$ cat src/rtl/lsu_pkg.sv
// Shared constants for the load/store unit: funct3 codes, FSM states,
// RAM size and the access legality check.
package lsu_pkg;

   localparam int RAM_WORDS = 1024;

   localparam logic [2:0] F3_B  = 3'b000;
   localparam logic [2:0] F3_H  = 3'b001;
   localparam logic [2:0] F3_W  = 3'b010;
   localparam logic [2:0] F3_BU = 3'b100;
   localparam logic [2:0] F3_HU = 3'b101;

   typedef enum logic [1:0] {
      IDLE,
      RD,
      WR,
      RESP
   } state_t;

   // Unsigned variants only exist for loads.
   function automatic logic is_legal(
      input logic        we,
      input logic [2:0]  f3,
      input logic [31:0] addr
   );
      logic ok;
      ok = addr < 32'(RAM_WORDS * 4);
      case (f3)
         F3_B:    ok = ok;
         F3_H:    ok = ok && !addr[0];
         F3_W:    ok = ok && (addr[1:0] == 2'b00);
         F3_BU:   ok = ok && !we;
         F3_HU:   ok = ok && !we && !addr[0];
         default: ok = 1'b0;
      endcase
      return ok;
   endfunction

endpackage

$ cat src/rtl/lsu_align.sv
// Combinational data alignment: load byte/half extract with sign or zero
// extension, and store byte/half merge into a read-back word.
//   f3, off   : latched funct3 and addr[1:0]
//   word      : RAM word (live read data or buffered copy)
//   wdata     : right-aligned store data
//   ld_data   : extended load result
//   st_data   : word to write back
module lsu_align
   import lsu_pkg::*;
(
   input  logic [2:0]  f3,
   input  logic [1:0]  off,
   input  logic [31:0] word,
   input  logic [31:0] wdata,
   output logic [31:0] ld_data,
   output logic [31:0] st_data
);

   logic [7:0]  b;
   logic [15:0] h;

   always_comb begin
      b = word[8*off +: 8];
      h = off[1] ? word[31:16] : word[15:0];
   end

   always_comb begin
      ld_data = word;
      case (f3)
         F3_B:    ld_data = {{24{b[7]}}, b};
         F3_BU:   ld_data = {24'h0, b};
         F3_H:    ld_data = {{16{h[15]}}, h};
         F3_HU:   ld_data = {16'h0, h};
         default: ld_data = word;
      endcase
   end

   always_comb begin
      st_data = wdata;
      case (f3)
         F3_B: begin
            st_data = word;
            st_data[8*off +: 8] = wdata[7:0];
         end
         F3_H: begin
            st_data = word;
            if (off[1]) st_data[31:16] = wdata[15:0];
            else        st_data[15:0]  = wdata[15:0];
         end
         default: st_data = wdata;
      endcase
   end

endmodule

$ cat src/rtl/lsu_ctrl.sv
// Load/store controller in front of a 1024-word RAM with combinational read.
// CPU side: clk, rst, req, we, funct3, addr, wdata -> busy, done, err, rdata.
// RAM side: mem_re, mem_we, mem_a, mem_wd -> mem_rd.
// Sub-word stores do read-modify-write (RD then WR); SW writes directly.
module lsu_ctrl
   import lsu_pkg::*;
(
   input  logic        clk,
   input  logic        rst,
   input  logic        req,
   input  logic        we,
   input  logic [2:0]  funct3,
   input  logic [31:0] addr,
   input  logic [31:0] wdata,
   output logic        busy,
   output logic        done,
   output logic        err,
   output logic [31:0] rdata,
   output logic        mem_re,
   output logic        mem_we,
   output logic [31:0] mem_a,
   output logic [31:0] mem_wd,
   input  logic [31:0] mem_rd
);

   state_t      state;
   logic        we_q;
   logic [2:0]  f3_q;
   logic [1:0]  off_q;
   logic [31:0] wdata_q;
   logic [31:0] buf_q;
   logic [31:0] word;
   logic [31:0] ld_data;
   logic [31:0] st_data;

   // Loads extract straight from the RAM during RD; the merge in WR
   // works from the word buffered at the end of RD.
   assign word = (state == RD) ? mem_rd : buf_q;

   lsu_align u_align (
      .f3      (f3_q),
      .off     (off_q),
      .word    (word),
      .wdata   (wdata_q),
      .ld_data (ld_data),
      .st_data (st_data)
   );

   // Gated by state so a reset during WR clears it with the state.
   assign mem_wd = (state == WR) ? st_data : 32'h0;

   always_ff @(posedge clk or posedge rst) begin
      if (rst) begin
         state   <= IDLE;
         we_q    <= 1'b0;
         f3_q    <= 3'b0;
         off_q   <= 2'b0;
         wdata_q <= 32'h0;
         buf_q   <= 32'h0;
         busy    <= 1'b0;
         done    <= 1'b0;
         err     <= 1'b0;
         rdata   <= 32'h0;
         mem_re  <= 1'b0;
         mem_we  <= 1'b0;
         mem_a   <= 32'h0;
      end else begin
         unique case (state)
            IDLE: begin
               if (req) begin
                  we_q    <= we;
                  f3_q    <= funct3;
                  off_q   <= addr[1:0];
                  wdata_q <= wdata;
                  busy    <= 1'b1;
                  if (!is_legal(we, funct3, addr)) begin
                     state <= RESP;
                     done  <= 1'b1;
                     err   <= 1'b1;
                     rdata <= 32'h0;
                  end else begin
                     err   <= 1'b0;
                     mem_a <= {2'b00, addr[31:2]};
                     if (we && funct3 == F3_W) begin
                        state  <= WR;
                        mem_we <= 1'b1;
                     end else begin
                        state  <= RD;
                        mem_re <= 1'b1;
                     end
                  end
               end
            end
            RD: begin
               buf_q  <= mem_rd;
               mem_re <= 1'b0;
               if (we_q) begin
                  state  <= WR;
                  mem_we <= 1'b1;
               end else begin
                  state <= RESP;
                  mem_a <= 32'h0;
                  done  <= 1'b1;
                  rdata <= ld_data;
               end
            end
            WR: begin
               mem_we <= 1'b0;
               mem_a  <= 32'h0;
               state  <= RESP;
               done   <= 1'b1;
               rdata  <= 32'h0;
            end
            RESP: begin
               done  <= 1'b0;
               err   <= 1'b0;
               busy  <= 1'b0;
               state <= IDLE;
            end
            default: state <= IDLE;
         endcase
      end
   end

endmodule
$ cat config.mk
export PLATFORM = sky130hd
export DESIGN_NAME = lsu_ctrl
export DESIGN_NICKNAME = d
export VERILOG_FILES = /design/src/rtl/lsu_pkg.sv /design/src/rtl/lsu_align.sv /design/src/rtl/lsu_ctrl.sv
export SDC_FILE = /design/constraint.sdc
export NUM_CORES = 1
export LEC_CHECK = 0
export BUFFER_PORTS_ARGS = -buffer_cell sky130_fd_sc_hd__clkbuf_2
export CAP_MARGIN = 10
export CORE_UTILIZATION = 30
export CTS_CLUSTER_SIZE = 25
export DETAILED_ROUTE_END_ITERATION = 16
export HOLD_SLACK_MARGIN = 0.06
export PLACE_DENSITY = 0.5
export SYNTH_ARGS = -nofsm -noshare
export SYNTH_HDL_FRONTEND = slang
export SYNTH_SLANG_ARGS = --single-unit
export TNS_END_PERCENT = 50
$ cat constraint.sdc
create_clock -name clk -period 12 [get_ports clk]
set_input_delay 2.4 -clock clk [delete_from_list [all_inputs] [get_ports clk]]
set_output_delay 2.4 -clock clk [all_outputs]
set_load 0.05 [all_outputs]
==> results of run 1 <==
==> area by class of cell <==
| cell class | count | area share (%) |
|---|---|---|
| clock inverters | 14 | 2.29 |
| flip-flops and latches | 139 | 38.5 |
| multi-input cells | 406 | 36.2 |
| repair buffers | 209 | 11.8 |
| inverters | 44 | 1.88 |
| clock buffers | 18 | 4.86 |
| well taps | 319 | 4.42 |
==> placed cells by master, fill, tap and decap left out, types with 3 or more instances in the layout <==
master	instances
a211oi_1	10
a21oi_1	40
a221o_1	7
a221oi_1	25
a22o_1	11
a22oi_1	8
and2_1	20
buf_4	8
bufinv_16	4
clkbuf_16	17
clkbuf_2	201
dfrtp_1	139
ha_1	8
inv_1	42
inv_6	4
mux2_2	69
mux2_4	22
mux2i_1	12
nand2_1	22
nand2b_1	3
nand4_1	3
nor2_1	22
nor2b_1	19
nor3_1	5
nor3b_1	8
nor4_1	6
o21a_1	6
o21ai_0	22
o22ai_1	18
o311a_1	6
o31ai_1	3
==> worst max-delay path, delay by kind of cell <==
kind	cells	cell delay, ns
AO/OA/AOI/OAI	3	0.65
AND/OR/NAND/NOR	1	0.12
buffers and inverters	2	0.37
multiplexers	1	0.24
==> power by group <==
| part | internal [mW] | leakage (nW) | switching, mW |
|---|---|---|---|
| combinational | 0.549 | 2.27 | 0.979 |
| clock | 0.359 | 0.311 | 0.224 |
| sequential | 0.629 | 1.76 | 0.125 |
==> registers in the layout, indices dropped and copies added (netlist names), 2 cells and up <==
register and flops:
buf_q 32, f3_q 3, mem_a 30, off_q 2
rdata 32, state 2, wdata_q 32
==> routing by layer <==
| metal | vias up | GRT usage [%] | share of wire, % |
|---|---|---|---|
| met5 | - | 0 | 0 |
| met3 | 12 | 3.67 | 4.4 |
| met1 | 2677 | 25.6 | 50 |
| met2 | 145 | 26.5 | 45 |
| met4 | 0 | 4.30 | 0.83 |
| li1 | 2690 | - | - |
==> worst max-delay path by stage <==
stage               start          to  slack (ns)  cells past startpoint
2_1_floorplan  mem_rd[16]  mem_wd[16]        5.80                      3
5_1_grt        mem_rd[24]  mem_wd[24]        5.76                      7
3_5_place_dp   mem_rd[25]  mem_wd[25]        5.86                      7
6_report       mem_rd[30]  mem_wd[30]        5.83                      7
4_1_cts        mem_rd[25]  mem_wd[25]        5.86                      7
3_3_place_gp   mem_rd[31]  mem_wd[31]        5.87                      7
==> stage by stage <==
| stage | hold slack [ns] | std cells |
|---|---|---|
| after floorplan | 0.472 | 634 |
| after global placement | 0.469 | 1117 |
| after detailed placement | 0.470 | 1117 |
| after CTS | 0.488 | 1149 |
| after global routing | 0.494 | 1149 |
| final | 0.482 | 1149 |
==> cells by family after synthesis <==
kind of cell / Yosys count
flops: 139
other cells: 1
compound gates: 169
simple gates: 121
mux: 105
fa+ha+maj: 9
buf+inv: 89
==> qor.yml, run 1 <==
critPathRequiredTime_ns: 9.60
synth-async-reset-ratio_pct: 100
ff_latch_area_mm2: 0.00348
num_vias: 5524
muxShareOfSynthArea_pct: 17.9
final_cell_area_mm2: 0.00903
cts_resized: 0
r2r_end: "rdata[26]"
synth_enable_flop_cells: 0
drt-initial-drc-count: 369
cts_tree: "done"
layout-drive-gt1-share_pct: 41.6
yosys-top-cells-area: "dfrtp_1 49%, mux2_2 11%, mux2_4 4.6%, a221oi_1 3.1%, a21oi_1 2.8%"
synth_most_common_cell: "dfrtp_1"
routedWlPerCell_um: 18.5
power.total_mw: 2.86
synthCells: 633
min_path_type: "reg2reg"
p_leak_nw: 4.34
ff2ff_path_depth: 8
io_buffers: 201
endpoint_kind: "primary output"
worstMarginPinSlew_ns: 1.07
synth_cell_types: 56
grt_max_degree: 73
place.gp.congestion: 0.785
grt_overflow: 0
worstPathCellList: "clkbuf_2 > mux2_2 > a221oi_1 > a211oi_1 > a21oi_1 > nor2b_1 > clkbuf_2"
setup_viol: 0
cts.reportedPaths.clkPinSlew_ns: 0.06
syn_area_mm2: 0.00712
fin_crit_sh_pct: 51.4
synth_xor_area_share_pct: 0
ys_seq_area_share_pct: 48.8
synthTopCellsByCount: "139 x dfrtp_1, 69 x mux2_2, 43 x inv_1"
preCtsSetupSlack_ns: 5.86
nNetsFinal: 929
avgSynthCellArea_um2: 11.3
slowest_stage: "a211oi_1"
cpMostUsedCell: "clkbuf_2"
ys_ff_latch: 139
io_pins: 204
grt_pass1_vias: 5343
crit_fanout: 4
grt_pass1_wl_um: 32200
postCtsSetupRepairBufs: 0
antenna_found_initial: 0
synth-compound-area-share_pct: 16.5
syn_to_final_growth_pct: 26.8
max_stage_delay_ns: 0.46
worst_slack_ns: 5.83
rsz0062_at_grt: "no"
min_path_cells: 1
coreArea_mm2: 0.0234
postRouteAntennaNets: 0
fin_skew_ns: 0.0131
die_w_um: 156
cts_max_level: 4
fillers: 2454
synth.top_cell.area_share_pct: 48.8
die-area_mm2: 0.0244
reg2reg_slack_ns: 8.95
die_h_um: 156
max_freq_mhz: 162
placed_cell_area_mm2: 0.00839
fin_setup_tns_ns: 0
insertedDiodeCount: 0
worst_setup_path_start_kind: "input pin"
clk_latency_ns: 0.43
cellPowerDensity_mw_per_mm2: 317
period_needed_ns: 6.17
floorplan.initialDensity_pct: 30.4
cts-root-buf: "clkbuf_16"
status: "finished, final reports clean"
maxCapViolCount: 0
cts_buffers: 17
std_cell_rows: 56
worstHoldStart: "mem_a[15]"
drcViolationCount: 0
cts_hold_buf: 0
avgViaCountPerCell: 4.81
cts_sinks: 139
yosys.area.top_type: "dfrtp_1"
r2r_start: "state[1]"
firstDrtPassIters: 4
crit_arrival_ns: 3.77
synth_top_family_by_area: "multiplexers"
crit_type: "in2out"
synth-simple-area-share_pct: 9.71
slew_viol_final: 0
ys_warn_count: 0
synth_ff_type: "dfrtp_1"
drt_wl_total_um: 21300
hpwl_um: 15400
synth_fa_ha_area_share_pct: 1.58
final-hold-violation-count: 0
multi_input_area_mm2: 0.00327
track_usage_pct: 17.6
clockBufferDepth: 2
holdPathEnd: "mem_a[15]"
slew_headroom_pct: 28.3
ir_drop_mv: 0.125
fin_util_pct: 38.6
No activity file was read; power rests on OpenSTA's default activity.
==> run 2, diff against run 1 <==
--- a/config.mk
+++ b/config.mk
@@ -5,13 +5,14 @@
 export SDC_FILE = /design/constraint.sdc
 export NUM_CORES = 1
 export LEC_CHECK = 0
+export ABC_AREA = 1
 export BUFFER_PORTS_ARGS = -buffer_cell sky130_fd_sc_hd__clkbuf_2
 export CAP_MARGIN = 10
 export CORE_UTILIZATION = 30
 export CTS_CLUSTER_SIZE = 25
 export DETAILED_ROUTE_END_ITERATION = 16
 export HOLD_SLACK_MARGIN = 0.06
-export PLACE_DENSITY = 0.5
+export PLACE_DENSITY = 0.51
 export SYNTH_ARGS = -nofsm -noshare
 export SYNTH_HDL_FRONTEND = slang
 export SYNTH_SLANG_ARGS = --single-unit
==> constraint.sdc (replaced) <==
create_clock -name clk -period 5.3 [get_ports clk]
set_input_delay 1.06 -clock clk [delete_from_list [all_inputs] [get_ports clk]]
set_output_delay 1.06 -clock clk [all_outputs]
set_load 0.05 [all_outputs]
==> run 2 against run 1 <==
Routed wire length grew 13%. Critical path type is now reg2out. Critical endpoint is now mem_wd[25]. Largest cell class unchanged. Clock-buffer cell count down 1. Combinational power grew 130%. Highest routed layer unchanged. Largest power group unchanged. Synthesized cell count increased by 56%. Global-route usage rose by 1.9 points.
==> qor.yml, run 2 <==
status: "finished, final reports clean"
std_cell_rows: 57  # +1.8%
yosys-top-cells-area: "dfrtp_1 47%, nand2_1 19%, o21ai_0 4.7%, nor2_1 3.9%, o211ai_1 3.4%"
grt_overflow: 0  # unchanged
cts-root-buf: "clkbuf_16"
r2r_end: "rdata[21]"
endpoint_kind: "primary output"
ys_warn_count: 0  # unchanged
min_path_type: "reg2reg"
worstHoldStart: "mem_a[22]"
num_vias: 7063  # +28%
p_int_mw: 3.07  # +100%
postCtsSetupRepairBufs: 0  # unchanged
crit_arrival_ns: 3.39  # -0.38 ns
setup_viol: 0  # unchanged
crit_type: "reg2out"
avgViaCountPerCell: 4.74  # -1.4%
crit_fanout: 48  # +44
drcViolationCount: 0  # unchanged
holdPathEnd: "mem_a[22]"
cts.reportedPaths.clkPinSlew_ns: 0.06  # about the same
maxCapViolCount: 0  # unchanged
cts_max_level: 4  # unchanged
clockBufferDepth: 2  # unchanged
ff2ff_path_depth: 13  # +5
p_comb_share_pct: 55.0  # +1.7 points
ff_latch_area_mm2: 0.00348  # unchanged
synth_enable_flop_cells: 0  # unchanged
drt_wl_total_um: 24100  # +13%
cp.depth: 10  # +3
die_h_um: 159  # +2.1%
rsz0062_at_grt: "no"
layout-drive-gt1-share_pct: 22.5  # -19 points
ys_ff_latch: 139  # unchanged
mostFrequentLayoutCells: "385 x nand2_1, 201 x clkbuf_2, 139 x dfrtp_1, 78 x nor2_1, 70 x o21ai_0"
critPathRequiredTime_ns: 4.24  # -5.36 ns
grt_max_degree: 109  # +49%
fillers: 2627  # +7.0%
die_w_um: 159  # +2.1%
drt-initial-drc-count: 683  # +85%
whs_ns: 0.462  # -0.0202 ns
power.net_switching_mw: 3.47  # +160%
yosys.area.top_type: "dfrtp_1"
nNetsFinal: 1266  # +36%
multi_input_area_mm2: 0.00339  # +3.6%
final_cell_area_mm2: 0.00918  # +1.6%
cts_resized: 0  # unchanged
power_frac_clock_pct: 19.5  # -0.8 points
cts_sinks: 139  # unchanged
slowest_stage: "inv_2"
worst_setup_path_start_kind: "flop"
crit_family: "buffers and inverters"
grt_pass1_vias: 6702  # +25%
fin_skew_ns: 0.0103  # -0.00278 ns
period_needed_ns: 4.45
slew_viol_final: 0  # unchanged
max_stage_delay_ns: 0.65  # +0.19 ns
place.gp.congestion: 0.841  # +7.0%
timing.critical_path.buf_inv: 5  # +3
firstDrtPassIters: 5  # +1
cts_buffers: 17  # unchanged
max_freq_mhz: 225
mostFrequentLayoutCell: "nand2_1"
cellPowerDensity_mw_per_mm2: 712  # +120%
fin_setup_tns_ns: 0  # unchanged
slew_headroom_pct: 21.3  # -7.1 points
r2r_start: "state[1]"
floorplan.initialDensity_pct: 30.6  # +0.12 points
coreArea_mm2: 0.0243  # +3.9%
syn_area_mm2: 0.00743  # +4.3%
swShare_pct: 53.1  # +6.7 points
synth_ff_type: "dfrtp_1"
postRouteAntennaNets: 0  # unchanged
syn_to_final_growth_pct: 23.5
pwr-share-seq_pct: 25.5  # -0.8 points
antenna_found_initial: 0  # unchanged
worstPathCellList: "inv_1 > ha_1 > buf_4 > inv_2 > buf_4 > nand2_1 > nand2_1 > o211ai_1 > a31oi_1 > clkbuf_2"
reg_top3: "buf_q: 32 flops, rdata: 32 flops, wdata_q: 32 flops"
fin_crit_sh_pct: 83.9
p_leak_nw: 4.82  # +11%
reg2reg_slack_ns: 2.19  # -6.76 ns
worstMarginPinSlew_ns: 1.18  # +0.110 ns
min_path_cells: 2  # +1
die-area_mm2: 0.0254  # +4.3%
routedWlPerCell_um: 16.2  # -13%
final-hold-violation-count: 0  # unchanged
clk_latency_ns: 0.43  # about the same
synthCells: 986  # +56%
cts_tree: "done"
synth_most_common_cell: "nand2_1"
io_pins: 204  # unchanged
synth_cell_types: 33  # -41%
avgSynthCellArea_um2: 7.54  # -33%
synth-async-reset-ratio_pct: 100  # unchanged
io_buffers: 201  # unchanged
synthTopCellsByCount: "385 x nand2_1, 139 x dfrtp_1, 78 x nor2_1"
worst_slack_ns: 0.853  # -4.98 ns
track_usage_pct: 19.5  # +1.9 points
grt_pass1_wl_um: 38600  # +20%
synth.top_cell.area_share_pct: 46.8  # -2.0 points
ir_drop_mv: 0.270  # +120%
cts_hold_buf: 0  # unchanged
preCtsSetupSlack_ns: 1.33  # -4.54 ns
ys_seq_area_share_pct: 46.8  # -2.0 points
placed_cell_area_mm2: 0.00856  # +2.1%
power.total_mw: 6.53  # +130%
insertedDiodeCount: 0  # unchanged
hpwl_um: 17500  # +13%
[run 2: changes by cell type after synthesis, moves of 19 or more]
cell	delta
a221oi_1	-25
a31oi_1	+25
and2_1	-21
mux2_2	-68
mux2_4	-22
nand2_1	+363
nand3_1	+31
nor2_1	+56
nor2b_1	-19
o211ai_1	+33
o21ai_0	+48
[run 2: tightest hold or removal path, stage by stage (launching register included)]
cell	delay (ns)
dfrtp_1	0.34
nand2_1	0.05
inv_1	0.04
[run 2: final cells by class]
class / instances / share of cell area [%]
flip-flops and latches: 139 / 37.9
multi-input cells: 727 / 36.9
repair buffers: 206 / 11.4
clock buffers: 17 / 4.63
well taps: 324 / 4.42
inverters: 63 / 2.63
clock inverters: 14 / 2.13
[run 2: power groups by stage]
| stage | Combinational (mW) | Clock, mW | Sequential (mW) |
|---|---|---|---|
| after detailed placement | 3.58 | 0 | 1.68 |
| after floorplan | 2.56 | 0 | 1.89 |
| after global routing | 3.97 | 1.35 | 1.71 |
| final | 3.59 | 1.27 | 1.67 |
| after CTS | 3.60 | 1.30 | 1.67 |
| after global placement | 3.58 | 0 | 1.68 |
[run 2: cells by family after synthesis]
logic type,count (synthesis),synth area share [%]
compound gates,190,15.5
buf+inv,121,7.63
flops,139,46.8
simple gates,525,28.4
other cells,1,0.0505
fa+ha+maj,9,1.52
mux,1,0.152
[run 2: how the worst max path moves through the flow]
| stage | endpoint | from | slack [ns] |
|---|---|---|---|
| floorplan | buf_q[0] | rst | 0.52 |
| global placement | mem_wd[25] | state[1] | 1.36 |
| detailed placement | mem_wd[25] | state[1] | 1.33 |
| CTS | mem_wd[25] | state[1] | 0.86 |
| global route | mem_wd[25] | state[1] | 0.59 |
| finish | mem_wd[25] | state[1] | 0.85 |
[run 2: stage by stage]
step / util [%] / std cells
finish: 37.7 / 1490
global route: 37.7 / 1490
CTS: 37.7 / 1490
detailed placement: 35.2 / 1459
global placement: 35.2 / 1459
floorplan: - / 987
[run 2: per-layer routing]
layer / routed length (um) / vias to the layer above / global-route usage (%) / part of all wire (%)
li1: - / 3551 / - / -
met1: 12100 / 3266 / 29.5 / 50
met2: 10400 / 230 / 28.7 / 43
met3: 1420 / 16 / 3.49 / 5.9
met4: 225 / 0 / 4.37 / 0.93
met5: 0 / - / 0 / 0
==> run 3, diff against run 2 <==
==> constraint.sdc (replaced) <==
create_clock -name clk -period 3.9 [get_ports clk]
set_input_delay 0.78 -clock clk [delete_from_list [all_inputs] [get_ports clk]]
set_output_delay 0.78 -clock clk [all_outputs]
set_load 0.05 [all_outputs]
==> run 3 against run 2 <==
Final cell count is 0.40% higher. Sequential power is 36% higher. Clock power is 30% higher. Worst hold slack better by 0.0012 ns. Clock skew is 0.0045 ns higher. Clock-buffer cell count is 4 higher. Critical path type unchanged. Largest power group unchanged. Highest routed layer unchanged.
==> qor.yml, run 3 (synthesis results as in run 2) <==
status: "finished, final reports clean"
syn_to_final_growth_pct: 24.7
firstDrtPassIters: 5  # unchanged
cts_tree: "done"
floorplan.initialDensity_pct: 30.6  # unchanged
insertedDiodeCount: 0  # unchanged
stdcell_count: 1496  # +0.40%
maxCapViolCount: 0  # unchanged
std_cell_rows: 57  # unchanged
die_w_um: 159  # unchanged
drt_wl_total_um: 24100  # -0.24%
grt_max_degree: 60  # -45%
period_needed_ns: 3.71
endpoint_kind: "primary output"
layout-drive-gt1-share_pct: 23.0  # +0.57 points
place.gp.congestion: 0.831  # -1.2%
postRouteAntennaNets: 0  # unchanged
pwr-share-seq_pct: 25.6  # about the same
antenna_found_initial: 0  # unchanged
cts_hold_buf: 0  # unchanged
min_path_type: "reg2reg"
cts_max_level: 4  # unchanged
placedCellCount: 1464  # +0.34%
routedWlPerCell_um: 16.1  # -0.64%
p_leak_nw: 4.87  # +1.0%
swShare_pct: 53.2  # +0.11 points
critPathRequiredTime_ns: 3.12  # -1.12 ns
crit_arrival_ns: 2.93  # -0.46 ns
power_frac_clock_pct: 18.5  # -1.0 points
p_int_mw: 4.17  # +36%
slew_viol_final: 0  # unchanged
clockBufferDepth: 2  # unchanged
postCtsSetupRepairBufs: 0  # unchanged
mostFrequentLayoutCells: "385 x nand2_1, 201 x clkbuf_2, 137 x dfrtp_1, 78 x nor2_1, 70 x o21ai_0"
ir_drop_mv: 0.467  # +73%
slew_headroom_pct: 31.1  # +9.8 points
die_h_um: 159  # unchanged
coreArea_mm2: 0.0243  # unchanged
mostFrequentLayoutCell: "nand2_1"
num_vias: 7161  # +1.4%
fillers: 2637  # +0.38%
rsz0062_at_grt: "no"
p_comb_share_pct: 55.9  # +0.9 points
setup_viol: 0  # unchanged
grt_overflow: 0  # unchanged
cellPowerDensity_mw_per_mm2: 960  # +35%
io_buffers: 201  # unchanged
final-hold-violation-count: 0  # unchanged
cts_sinks: 139  # unchanged
whs_ns: 0.463  # +0.00118 ns
grt_pass1_vias: 6693  # -0.13%
grt_pass1_wl_um: 37900  # -1.9%
max_stage_delay_ns: 0.51  # -0.14 ns
die-area_mm2: 0.0254  # unchanged
track_usage_pct: 19.2  # -0.29 points
power.net_switching_mw: 4.73  # +37%
drt-initial-drc-count: 646  # -5.4%
crit_type: "reg2out"
crit_fanout: 15  # -69%
hpwl_um: 17500  # +0.26%
max_freq_mhz: 269
cts.reportedPaths.clkPinSlew_ns: 0.06  # about the same
worstMarginPinSlew_ns: 1.03  # -0.144 ns
cts-root-buf: "clkbuf_16"
nNetsFinal: 1272  # +0.47%
drcViolationCount: 0  # unchanged
io_pins: 204  # unchanged
fin_setup_tns_ns: 0  # unchanged
worstPathCellList: "inv_2 > ha_1 > inv_1 > nand4_1 > o211ai_4 > nand2_1 > a21oi_1 > clkbuf_2"
fin_crit_sh_pct: 95.2
reg_top3: "buf_q: 32 flops, rdata: 32 flops, wdata_q: 32 flops"
fin_skew_ns: 0.0148  # +0.00448 ns
clk_latency_ns: 0.43  # about the same
cts_buffers: 17  # unchanged
avgViaCountPerCell: 4.79  # +0.98%
worst_setup_path_start_kind: "flop"
slowest_stage: "dfrtp_2"
-- run 3: changes by cell type in the layout (fill, tap and decap cells not counted) --
| cell | change |
|---|---|
| buf_12 | +3 |
| buf_16 | +1 |
| buf_4 | +2 |
| bufinv_16 | -2 |
| clkbuf_8 | +4 |
| clkinv_2 | +1 |
| clkinv_4 | -1 |
| dfrtp_1 | -2 |
| dfrtp_2 | +2 |
| inv_6 | -2 |
| o211ai_2 | -1 |
| o211ai_4 | +1 |
-- run 3: final timing paths --
kind / startpoint / to / slack (ns) / cells after the start
hold / removal: mem_a[16] / mem_a[16] / 0.46 / 2
setup / recovery: off_q[1] / mem_wd[2] / 0.19 / 8
hold reg to reg: mem_a[16] / mem_a[16] / 0.46 / 2
setup reg to reg: state[1] / rdata[4] / 0.97 / 6
max in group asynchronous: rst / buf_q[23] / 2.67 / 3
min in group asynchronous: rst / mem_a[17] / 0.48 / 2
-- run 3: routing by layer --
metal	vias to the layer above	share of wire [%]	track usage, %	wire length, um
met1	3321	49	28.3	11800
li1	3562	-	-	-
met2	261	44	28.6	10600
met4	0	1.2	5.03	278
met3	17	5.8	3.62	1390
met5	-	0	0	0
-- run 3: worst max-delay path, delay by kind of cell, from the launching register on --
family	cells	cell delay, ns
buf+inv	3	0.84
flops	1	0.51
compound gates	2	0.46
fa+ha+maj	1	0.41
simple gates	2	0.30
-- run 3: area by class of cell --
cell class / count / area (um^2) / area share (%)
Clock buffer: 21 / 480 / 5.18
Timing Repair Buffer: 212 / 1150 / 12.4
Inverter: 63 / 240 / 2.59
Multi-Input combinational cell: 727 / 3400 / 36.7
Clock inverter: 10 / 115 / 1.24
Tap cell: 324 / 405 / 4.37
Sequential cell: 139 / 3480 / 37.6
-- run 3: through the flow --
stage	instance area (um^2)	utilization (%)	setup slack, ns	total power, mW
6_report	9270	38.1	0.186	8.90
5_1_grt	9270	38.1	0.0357	9.57
4_1_cts	9230	38.0	0.0135	8.93
3_5_place_dp	8630	35.5	0.451	7.24
3_3_place_gp	8630	35.5	0.511	7.22
2_1_floorplan	7440	-	0.514	6.04
-- run 3: repair_timing --
item	CTS	global route
hold endpoints to repair	0	0
resized for setup	1	2
endpoints found under the setup margin	1	13
-- run 3: power by group through the flow --
stage / sequential [mW] / clock (mW) / combinational [mW]
floorplan: 2.56 / 0 / 3.47
global placement: 2.29 / 0 / 4.92
detailed placement: 2.29 / 0 / 4.94
CTS: 2.27 / 1.69 / 4.97
global route: 2.33 / 1.74 / 5.49
finish: 2.27 / 1.65 / 4.98
